$ cat config.mk
export PLATFORM = sky130hd
export DESIGN_NAME = sm_accum_ctrl_flat
export DESIGN_NICKNAME = d
export VERILOG_FILES = /design/src/rtl/sm_accum_ctrl_pkg.sv /design/src/rtl/sm_accum_ctrl_if.sv /design/src/rtl/sm_accum_ctrl_add_sat.sv /design/src/rtl/sm_accum_ctrl.sv /design/src/flat_wrapper.sv
export SDC_FILE = /design/constraint.sdc
export NUM_CORES = 1
export LEC_CHECK = 0
export CAP_MARGIN = 40
export CORE_MARGIN = 5
export CORE_UTILIZATION = 58
export DETAILED_ROUTE_END_ITERATION = 10
export PLACE_DENSITY_LB_ADDON = 0.12
export SETUP_SLACK_MARGIN = 0.4
export SLEW_MARGIN = 20
export SYNTH_ARGS = -nofsm -noshare
export SYNTH_HDL_FRONTEND = slang
export SYNTH_SLANG_ARGS = --single-unit
$ cat constraint.sdc
create_clock -name clk -period 4.08 [get_ports clk]
set_input_delay 0.816 -clock clk [delete_from_list [all_inputs] [get_ports clk]]
set_output_delay 0.816 -clock clk [all_outputs]
set_load 0.03 [all_outputs]
$ cat src/rtl/sm_accum_ctrl_pkg.sv
// rtl/sm_accum_ctrl_pkg.sv - shared types and helpers for the sign-magnitude accumulator
package sm_accum_ctrl_pkg;

    typedef enum logic [1:0] {
        ST_IDLE = 2'd0,
        ST_ACC  = 2'd1,
        ST_DONE = 2'd2
    } state_t;

    // A zero magnitude always carries a positive sign so -0 never escapes.
    function automatic logic norm_sign(input logic sign, input logic mag_zero);
        return sign & ~mag_zero;
    endfunction

endpackage

$ cat src/rtl/sm_accum_ctrl_if.sv
// rtl/sm_accum_ctrl_if.sv - term stream, result handshake and status bundle
interface sm_accum_ctrl_if #(
    parameter int WIDTH     = 16,
    parameter int ACC_WIDTH = 24,
    parameter int TERMS     = 8
);
    localparam int CNT_W = $clog2(TERMS + 1);

    logic                 start;
    logic [WIDTH-1:0]     data;
    logic                 valid;
    logic                 ready;
    logic [ACC_WIDTH-1:0] result;
    logic                 res_valid;
    logic                 ack;
    logic                 ovf;
    logic                 busy;
    logic [CNT_W-1:0]     count;

    modport master (
        output start, data, valid, ack,
        input  ready, result, res_valid, ovf, busy, count
    );

    modport slave (
        input  start, data, valid, ack,
        output ready, result, res_valid, ovf, busy, count
    );

endinterface

$ cat src/rtl/sm_accum_ctrl_add_sat.sv
// rtl/sm_accum_ctrl_add_sat.sv - combinational saturating sign-magnitude adder
module sm_accum_ctrl_add_sat
    import sm_accum_ctrl_pkg::*;
#(
    parameter int ACC_WIDTH = 24
) (
    input  logic [ACC_WIDTH-1:0] a,
    input  logic [ACC_WIDTH-1:0] b,
    output logic [ACC_WIDTH-1:0] sum,
    output logic                 ovf
);
    localparam int MW = ACC_WIDTH - 1;

    logic          sign_a;
    logic          sign_b;
    logic [MW-1:0] mag_a;
    logic [MW-1:0] mag_b;
    logic [MW:0]   mag_sum;
    logic [MW-1:0] mag_r;
    logic          sign_r;

    assign sign_a  = a[MW];
    assign sign_b  = b[MW];
    assign mag_a   = a[MW-1:0];
    assign mag_b   = b[MW-1:0];
    // One extra bit catches magnitude overflow on like-signed adds.
    assign mag_sum = {1'b0, mag_a} + {1'b0, mag_b};

    // Like signs add magnitudes with clamping; unlike signs subtract the smaller from the larger.
    always_comb begin
        mag_r  = '0;
        sign_r = 1'b0;
        ovf    = 1'b0;
        if (sign_a == sign_b) begin
            sign_r = sign_a;
            if (mag_sum[MW]) begin
                mag_r = '1;
                ovf   = 1'b1;
            end else begin
                mag_r = mag_sum[MW-1:0];
            end
        end else if (mag_a >= mag_b) begin
            mag_r  = mag_a - mag_b;
            sign_r = sign_a;
        end else begin
            mag_r  = mag_b - mag_a;
            sign_r = sign_b;
        end
        sum = {norm_sign(sign_r, mag_r == '0), mag_r};
    end

endmodule

$ cat src/rtl/sm_accum_ctrl.sv
// rtl/sm_accum_ctrl.sv - sequencer folding TERMS sign-magnitude terms into one saturating sum
module sm_accum_ctrl
    import sm_accum_ctrl_pkg::*;
#(
    parameter int WIDTH     = 16,
    parameter int ACC_WIDTH = 24,
    parameter int TERMS     = 8
) (
    input logic           clk,
    input logic           rst,
    sm_accum_ctrl_if.slave bus
);
    localparam int               CNT_W = $clog2(TERMS + 1);
    localparam logic [CNT_W-1:0] LAST  = CNT_W'(TERMS - 1);

    state_t               state;
    logic [ACC_WIDTH-1:0] acc;
    logic [ACC_WIDTH-1:0] term_ext;
    logic [ACC_WIDTH-1:0] sum;
    logic                 add_ovf;
    logic [CNT_W-1:0]     count;
    logic                 ready;
    logic                 res_valid;
    logic                 busy;
    logic                 ovf;

    // Sign moves to the accumulator MSB; the magnitude is zero-extended.
    assign term_ext = {bus.data[WIDTH-1], {(ACC_WIDTH-WIDTH){1'b0}}, bus.data[WIDTH-2:0]};

    sm_accum_ctrl_add_sat #(
        .ACC_WIDTH(ACC_WIDTH)
    ) u_add_sat (
        .a  (acc),
        .b  (term_ext),
        .sum(sum),
        .ovf(add_ovf)
    );

    // Control FSM with registered handshake/status outputs, counter and accumulator.
    always_ff @(posedge clk or posedge rst) begin
        if (rst) begin
            state     <= ST_IDLE;
            acc       <= '0;
            count     <= '0;
            ovf       <= 1'b0;
            ready     <= 1'b0;
            res_valid <= 1'b0;
            busy      <= 1'b0;
        end else begin
            case (state)
                ST_IDLE: begin
                    if (bus.start) begin
                        state <= ST_ACC;
                        acc   <= '0;
                        count <= '0;
                        ovf   <= 1'b0;
                        ready <= 1'b1;
                        busy  <= 1'b1;
                    end
                end
                ST_ACC: begin
                    if (bus.valid) begin
                        acc   <= sum;
                        ovf   <= ovf | add_ovf;
                        count <= count + 1'b1;
                        if (count == LAST) begin
                            state     <= ST_DONE;
                            ready     <= 1'b0;
                            res_valid <= 1'b1;
                        end
                    end
                end
                ST_DONE: begin
                    if (bus.ack) begin
                        res_valid <= 1'b0;
                        if (bus.start) begin
                            state <= ST_ACC;
                            acc   <= '0;
                            count <= '0;
                            ovf   <= 1'b0;
                            ready <= 1'b1;
                        end else begin
                            state <= ST_IDLE;
                            busy  <= 1'b0;
                        end
                    end
                end
                default: begin
                    state     <= ST_IDLE;
                    ready     <= 1'b0;
                    res_valid <= 1'b0;
                    busy      <= 1'b0;
                end
            endcase
        end
    end

    assign bus.ready     = ready;
    assign bus.res_valid = res_valid;
    assign bus.result    = acc;
    assign bus.ovf       = ovf;
    assign bus.busy      = busy;
    assign bus.count     = count;

endmodule
$ cat src/flat_wrapper.sv
// flat-port wrapper written by rule: the top's interface ports become plain ports
module sm_accum_ctrl_flat import sm_accum_ctrl_pkg::*;
#(
    parameter int WIDTH     = 16,
    parameter int ACC_WIDTH = 24,
    parameter int TERMS     = 8
)
  (clk, rst, bus_start, bus_data, bus_valid, bus_ack, bus_ready, bus_result, bus_res_valid, bus_ovf, bus_busy, bus_count);
  sm_accum_ctrl_if #(.WIDTH(WIDTH), .ACC_WIDTH(ACC_WIDTH), .TERMS(TERMS)) bus_i ();
  input logic clk;
  input logic rst;
  input wire logic [$bits(bus_i.start)-1:0] bus_start;
  input wire logic [$bits(bus_i.data)-1:0] bus_data;
  input wire logic [$bits(bus_i.valid)-1:0] bus_valid;
  input wire logic [$bits(bus_i.ack)-1:0] bus_ack;
  output wire logic [$bits(bus_i.ready)-1:0] bus_ready;
  output wire logic [$bits(bus_i.result)-1:0] bus_result;
  output wire logic [$bits(bus_i.res_valid)-1:0] bus_res_valid;
  output wire logic [$bits(bus_i.ovf)-1:0] bus_ovf;
  output wire logic [$bits(bus_i.busy)-1:0] bus_busy;
  output wire logic [$bits(bus_i.count)-1:0] bus_count;
  assign bus_i.start = bus_start;
  assign bus_i.data = bus_data;
  assign bus_i.valid = bus_valid;
  assign bus_i.ack = bus_ack;
  assign bus_ready = bus_i.ready;
  assign bus_result = bus_i.result;
  assign bus_res_valid = bus_i.res_valid;
  assign bus_ovf = bus_i.ovf;
  assign bus_busy = bus_i.busy;
  assign bus_count = bus_i.count;
  sm_accum_ctrl #(.WIDTH(WIDTH), .ACC_WIDTH(ACC_WIDTH), .TERMS(TERMS)) u_core (.clk(clk), .rst(rst), .bus(bus_i));
endmodule
# Word level (Yosys, flattened, before mapping)
# Index checks and enable logic that the tools add are counted.
[word_totals] ff_bits=34 word_cells=72
[classes] add_sub_neg=4 order_cmp=1 eq_ne=9 mux=38 bitwise_logic=5 reduce_logical=8
[op_table] op="24-bit 2-to-1 mux" count=3
[op_table] op="24-bit one-hot mux with 3 select lines" count=1
[op_table] op="23-bit 2-to-1 mux" count=3
[op_table] op="23-bit by 15-bit adder with 24-bit output" count=1
[op_table] op="23-bit by 15-bit >= comparator with 1-bit output" count=1
[op_table] op="23-bit zero test" count=1
[op_table] op="15-bit by 23-bit subtractor with 23-bit output" count=1
[op_table] op="23-bit by 15-bit subtractor with 23-bit output" count=1
[op_table] op="1-bit 2-to-1 mux" count=18
[op_table] op="4-bit 2-to-1 mux" count=3
[op_table] op="1-bit one-hot mux with 3 select lines" count=4
[op_table] op="4-bit one-hot mux with 3 select lines" count=1
[op_table] op="4-bit AND reduction" count=3
[op_table] op="2-bit 2-to-1 mux" count=4
[op_table] op="2-bit != test (second input constant)" count=4
[op_table] op="2-bit one-hot mux with 3 select lines" count=1
[op_table] op="3-bit AND reduction" count=2
[op_table] op="4-bit by 1-bit adder with 4-bit output (second input constant)" count=1
[op_table] op="4-bit by 3-bit == test with 1-bit output (second input constant)" count=1
[op_table] op="1-bit NOT" count=3
[op_table] op="3-bit nonzero test" count=1
[op_table] op="2-bit by 1-bit == test with 1-bit output (second input constant)" count=1
[op_table] op="2-bit == test (second input constant)" count=1
[op_table] op="2-bit zero test" count=1
[op_table] op="other kinds (4)" count=4

# Logic depth before layout (Yosys ltp)
[depth] ltp_word=8 mapped_depth=15

# Cells and area by module
# Synthesis repeated with hierarchy kept, for this count alone.
[unflattened] hier_cells=709 hier_area_um2=5506.5
[modules_own_cells] mod="sm_accum_ctrl_add_sat" instances=1 cells_per_inst=607 area_per_inst_um2=4085.2 seq_area_each_um2=0.0
[modules_own_cells] mod="sm_accum_ctrl" instances=1 cells_per_inst=102 area_per_inst_um2=1421.4 seq_area_each_um2=850.8

# Worst setup path after synthesis
# Ideal clock, no wire load.
[synth_timing] path_type="input to register" startpoint="input bus_data[14]" endpoint="register u_core.acc[23] (netlist: u_core.bus.result[23])" setup_time_ns=0.119 t_arrival_ns=3.506 path_slack_ns=0.455 cell_stages=14 path_buffers=3 cell_sequence="ha_1 clkbuf_1 nand2_1 nor3_1 o21ai_2 and3_1 buf_4 buf_4 a311oi_1 xnor2_1 nand4_1 nor4_1 nand4_1 o21a_1"
[synth_via] elab_chain_cells=8
[synth_rtl] item="start: declaration" line="flat_wrapper.sv:13" source="input wire logic [$bits(bus_i.data)-1:0] bus_data;"
[synth_rtl] item="23-bit by 15-bit adder with 24-bit output, or another cell as far along" line="sm_accum_ctrl_add_sat.sv:27" source="assign mag_sum = {1'b0, mag_a} + {1'b0, mag_b};"
[synth_rtl] item="23-bit 2-to-1 mux, on equally long branches" line="sm_accum_ctrl_add_sat.sv:36, sm_accum_ctrl_add_sat.sv:42"
[synth_rtl] item="23-bit 2-to-1 mux" line="sm_accum_ctrl_add_sat.sv:34" source="if (sign_a == sign_b) begin"
[synth_rtl] item="23-bit zero test" line="sm_accum_ctrl_add_sat.sv:49" source="sum = {norm_sign(sign_r, mag_r == '0), mag_r};"
[synth_rtl] item="1-bit NOT" line="sm_accum_ctrl_pkg.sv:12" source="return sign & ~mag_zero;"
[synth_rtl] item="1-bit AND (*)" line="sm_accum_ctrl_pkg.sv:12"
[synth_rtl] item="24-bit 2-to-1 mux (*)" line="sm_accum_ctrl.sv:62" source="if (bus.valid) begin"
[synth_rtl] item="24-bit one-hot mux with 3 select lines (*)" line="sm_accum_ctrl.sv:50" source="case (state)"
[synth_rtl] item="end signal: assignment" line="sm_accum_ctrl.sv:63" source="acc <= sum;"
[synth_rtl] item="end: declaration" line="sm_accum_ctrl.sv:17" source="logic [ACC_WIDTH-1:0] acc;"
# Every way passes the cells marked *; elsewhere a longest branch is shown, timed or not. The select of a mux whose other input is x is not followed.
# A chain may end at the register's enable or synchronous reset.

# Worst setup path after layout
[layout_timing] startpoint="register u_core.acc[17] (netlist: u_core.bus.result[17])" endpoint="register u_core.acc[23] (netlist: u_core.bus.result[23])"
[layout_via] elab_chain_cells=8
[layout_rtl] item="23-bit by 15-bit adder with 24-bit output, or another cell as far along" line="sm_accum_ctrl_add_sat.sv:27"
[layout_rtl] item="23-bit 2-to-1 mux, on equally long branches" line="sm_accum_ctrl_add_sat.sv:36, sm_accum_ctrl_add_sat.sv:42"
[layout_rtl] item="23-bit 2-to-1 mux" line="sm_accum_ctrl_add_sat.sv:34"
[layout_rtl] item="23-bit zero test" line="sm_accum_ctrl_add_sat.sv:49"
[layout_rtl] item="1-bit NOT" line="sm_accum_ctrl_pkg.sv:12"
[layout_rtl] item="1-bit AND (*)" line="sm_accum_ctrl_pkg.sv:12"
[layout_rtl] item="24-bit 2-to-1 mux (*)" line="sm_accum_ctrl.sv:62"
[layout_rtl] item="24-bit one-hot mux with 3 select lines (*)" line="sm_accum_ctrl.sv:50"
# Marks and branches as above.

==> results.yml <==
status:
  status: "complete, no violations"
cts:
  htree_num_levels: 2
  clk_pin_slew_worst_paths_ns: 0.09
  cts_sinks: 34
  cts-root-buf: "clkbuf_8"
  clk_path_buf_depth: 2
  numCtsBuffers: 5
  clock_latency_ns: 0.31
  cts_tree: "done"
route:
  wl_per_cell_um: 21.1
  via_count: 5801
  via_per_inst: 6.66
  drc_errors: 0
  dr.pass1.iters: 5
  drt_iter0_markers: 604
  ant_nets: 0
  drt-total-wl_um: 18400
setup_path:
  cp-end-kind: "flip-flop"
  r2r_cells: 12
  crit_type: "flip-flop to flip-flop"
  rr_endpoint: "u_core.bus.result[23]"
  regToRegStartpoint: "u_core.bus.result[17]"
  cp-start-kind: "flip-flop"
  cp.arrival_ns: 3.85
  rrSetupSlack_ns: 0.44
  cp_max_fo: 9
  cp_data_required_time_ns: 4.28
floorplanning:
  die-area_um2: 9520
  pin_count: 53
  std_cell_rows: 32
  initial_utilization: 0.585
  die_x_um: 97.6
  die_y_um: 97.6
  core-area_um2: 7610
timing:
  rsz0062_at_grt: "false"
  min_period_ns: 3.64
  hold_violations: 0
  max_freq_mhz: 274
  fin_crit_sh: 0.893
  finalClockSkew_ns: 0.0138
  slew_headroom: 0.558
  setup_viol: 0
  tightest_slew_ns: 0.661
  slew_viol_final: 0
power_and_ir_drop:
  p_sw_frac: 0.508
  seqPwrFrac: 0.129
  leakage_nw: 3.06
  pwr-share-comb: 0.805
  p_sw_w: 0.00265
  p_int_w: 0.00257
  peakVddDrop_uv: 552
  p_clk_frac: 0.067
  p_per_area_nw_per_um2: 779
grt:
  grt_use_total: 0.365
  grt_pass1_wl_um: 28500
  grt_start_max_net_pins: 35
  grt_pass1_vias: 5747
  antenna_found_initial: 0
  globalRoute.totalOverflow: 0
cells_and_area:
  fillCellCount: 396
  stdcell_count: 871
  drive_gt1_frac: 0.328
  antenna_cells: 0
  fin_nets: 842
  regArea_um2: 853
  syn2layout_area_growth_pct: 50.6
  final_area_um2: 6700
  multi_input_area_um2: 3760
logic_synthesis:
  syn_area_per_cell_um2: 7.42
  syn_inst: 599
  ys_seq_area_frac: 0.191
  syn_area_um2: 4450
  ys_ff_latch: 34
  yosys_warnings: 0
  synth_nets: 673
  async_flop_share: 1.00
  synth_top_flop_cell: "dfrtp_1"
  synth_cell_types: 73
  synth_edf_count: 0
placed_design:
  io_buffers: 52
  place_congestion: 1.03
  dpl.hpwl_um: 12900
  dp.cells: 840
  placed_area_um2: 5890
min_path:
  hold_depth: 2
  worstHoldPathType: "flip-flop to flip-flop"
  min_to: "u_core.bus.ovf"
  min_from: "u_core.bus.ovf"
run:
  drv_cap: 0
==> registers in the layout (all words and copies together) (netlist names) <==
name and cells:
u_core.bus.count 4, u_core.bus.ovf 1, u_core.state 2, u_core.bus.ready 1, u_core.bus.res_valid 1, u_core.bus.result 24
u_core.bus.busy 1
==> synthesized netlist by cell type, types with 3 or more instances <==
cell	number	area (um2)
a2111oi_0	5	43.8
a211oi_1	4	30.0
a21o_1	7	52.6
a21oi_1	63	315
a22o_1	5	43.8
a22oi_1	6	45.0
a311oi_1	3	26.3
a31oi_1	9	56.3
and2_1	7	43.8
and3_1	8	50.1
buf_4	4	30.0
clkbuf_1	27	101
dfrtp_1	34	851
fa_1	3	60.1
ha_1	50	626
inv_1	51	191
mux2i_1	5	50.1
nand2_1	45	169
nand2b_1	9	56.3
nand3_1	21	105
nand3b_1	3	22.5
nand4_1	14	87.6
nor2_1	48	180
nor2b_1	6	37.5
nor3_1	11	55.1
nor4_1	6	37.5
o211ai_1	5	37.5
o21a_1	4	30.0
o21ai_0	41	205
o21bai_1	3	22.5
o22ai_1	4	25.0
o2bb2ai_1	8	70.1
o311ai_0	3	26.3
o31ai_1	11	82.6
or3_1	6	37.5
xnor2_1	5	43.8
==> worst max-delay path: stages, from the launching register on <==
cell	delay [ns]
dfrtp_2	0.49
or4_4	0.56
or4_4	0.48
nor3_4	0.23
buf_4	0.17
buf_4	0.16
a31oi_2	0.10
a311oi_2	0.34
xnor2_2	0.19
nand4_1	0.19
nor4_2	0.29
nand4_1	0.15
o21a_1	0.20
==> timing repair <==
item | in CTS | in global routing
setup endpoints to repair | 14 | 4
cloned | 0 | 1
gates resized for setup | 82 | 53
pin swaps | 22 | 25
hold buffers | 0 | 0
setup buffers | 11 | 11
==> cells by family (layout without fill, tap and decap cells) <==
| family | Yosys count | in the layout | share of synthesized area |
|---|---|---|---|
| DFF | 34 | 34 | 0.191 |
| AOI/OAI and AO/OA | 207 | 207 | 0.306 |
| and+or+nand+nor | 204 | 204 | 0.240 |
| xor gates and xnor gates | 7 | 7 | 0.0138 |
| adders and majority gates | 53 | 53 | 0.154 |
| buffers and inverters | 88 | 258 | 0.0816 |
| muxes | 6 | 6 | 0.0138 |
==> layout make-up <==
class	count	area share
clock buffer	5	0.0103
tap	102	0.0191
multi-input combinational	477	0.561
clock inverter	3	0.00673
sequential	34	0.127
inverter	51	0.0286
timing repair buffer	199	0.247
==> per-stage QoR <==
stage | power (W) | worst slack [ns] | hold WS (ns) | setup TNS, ns | utilization
finish | 0.00522 | 0.437 | 0.512 | 0 | 0.880
global route | 0.00548 | 0.365 | 0.552 | 0 | 0.880
CTS | 0.00482 | 0.404 | 0.516 | 0 | 0.849
detailed placement | 0.00409 | -0.492 | 0.496 | -2.33 | 0.774
global placement | 0.00400 | -0.341 | 0.476 | -1.32 | 0.774
floorplan | 0.00258 | 0.455 | 0.530 | 0 | -
==> worst max path at each step <==
stage | start | endpoint | slack, ns
final | u_core.bus.result[17] | u_core.bus.result[23] | 0.44
after global routing | u_core.bus.result[17] | u_core.bus.result[23] | 0.37
after CTS | bus_data[4] | u_core.bus.result[23] | 0.40
after detailed placement | bus_data[0] | u_core.bus.result[23] | -0.49
after global placement | bus_data[7] | u_core.bus.result[23] | -0.34
after floorplan | bus_data[14] | u_core.bus.result[23] | 0.46
==> layer usage <==
metal / wire length [um] / global-route usage / vias up
met5: 0 / 0 / -
met4: 1270 / 0.211 / 0
met3: 1880 / 0.0847 / 131
met2: 8380 / 0.594 / 426
met1: 6860 / 0.439 / 2699
li1: - / - / 2545
==> placed cells by master, fill, tap and decap left out, types with 6 or more instances in the layout <==
cell and count:
and2_1 7, a31oi_1 7, dlymetal6s2s_1 7, nor2_1 47, o31ai_1 9, or3_1 6, clkdlybuf4s50_1 37, nand4_1 14
ha_4 14, o2bb2ai_1 7, ha_1 33, buf_4 138, a21oi_1 51, inv_1 51, o21ai_0 30, a22oi_1 6
nor2b_1 6, o21ai_1 7, dfrtp_1 32, nand2_1 43, nor3_1 8, a21oi_2 12, a21o_1 7, nand3_1 20
nand2b_1 9
==> power groups by stage <==
stage	Sequential (W)	Combinational, W	Clock (W)
after detailed placement	0.000653	0.00344	0
after floorplan	0.000817	0.00176	0
after global placement	0.000636	0.00337	0
final	0.000671	0.00420	0.000348
after CTS	0.000650	0.00382	0.000342
after global routing	0.000682	0.00443	0.000360
Note: power is estimated with default switching activity, not from simulation.
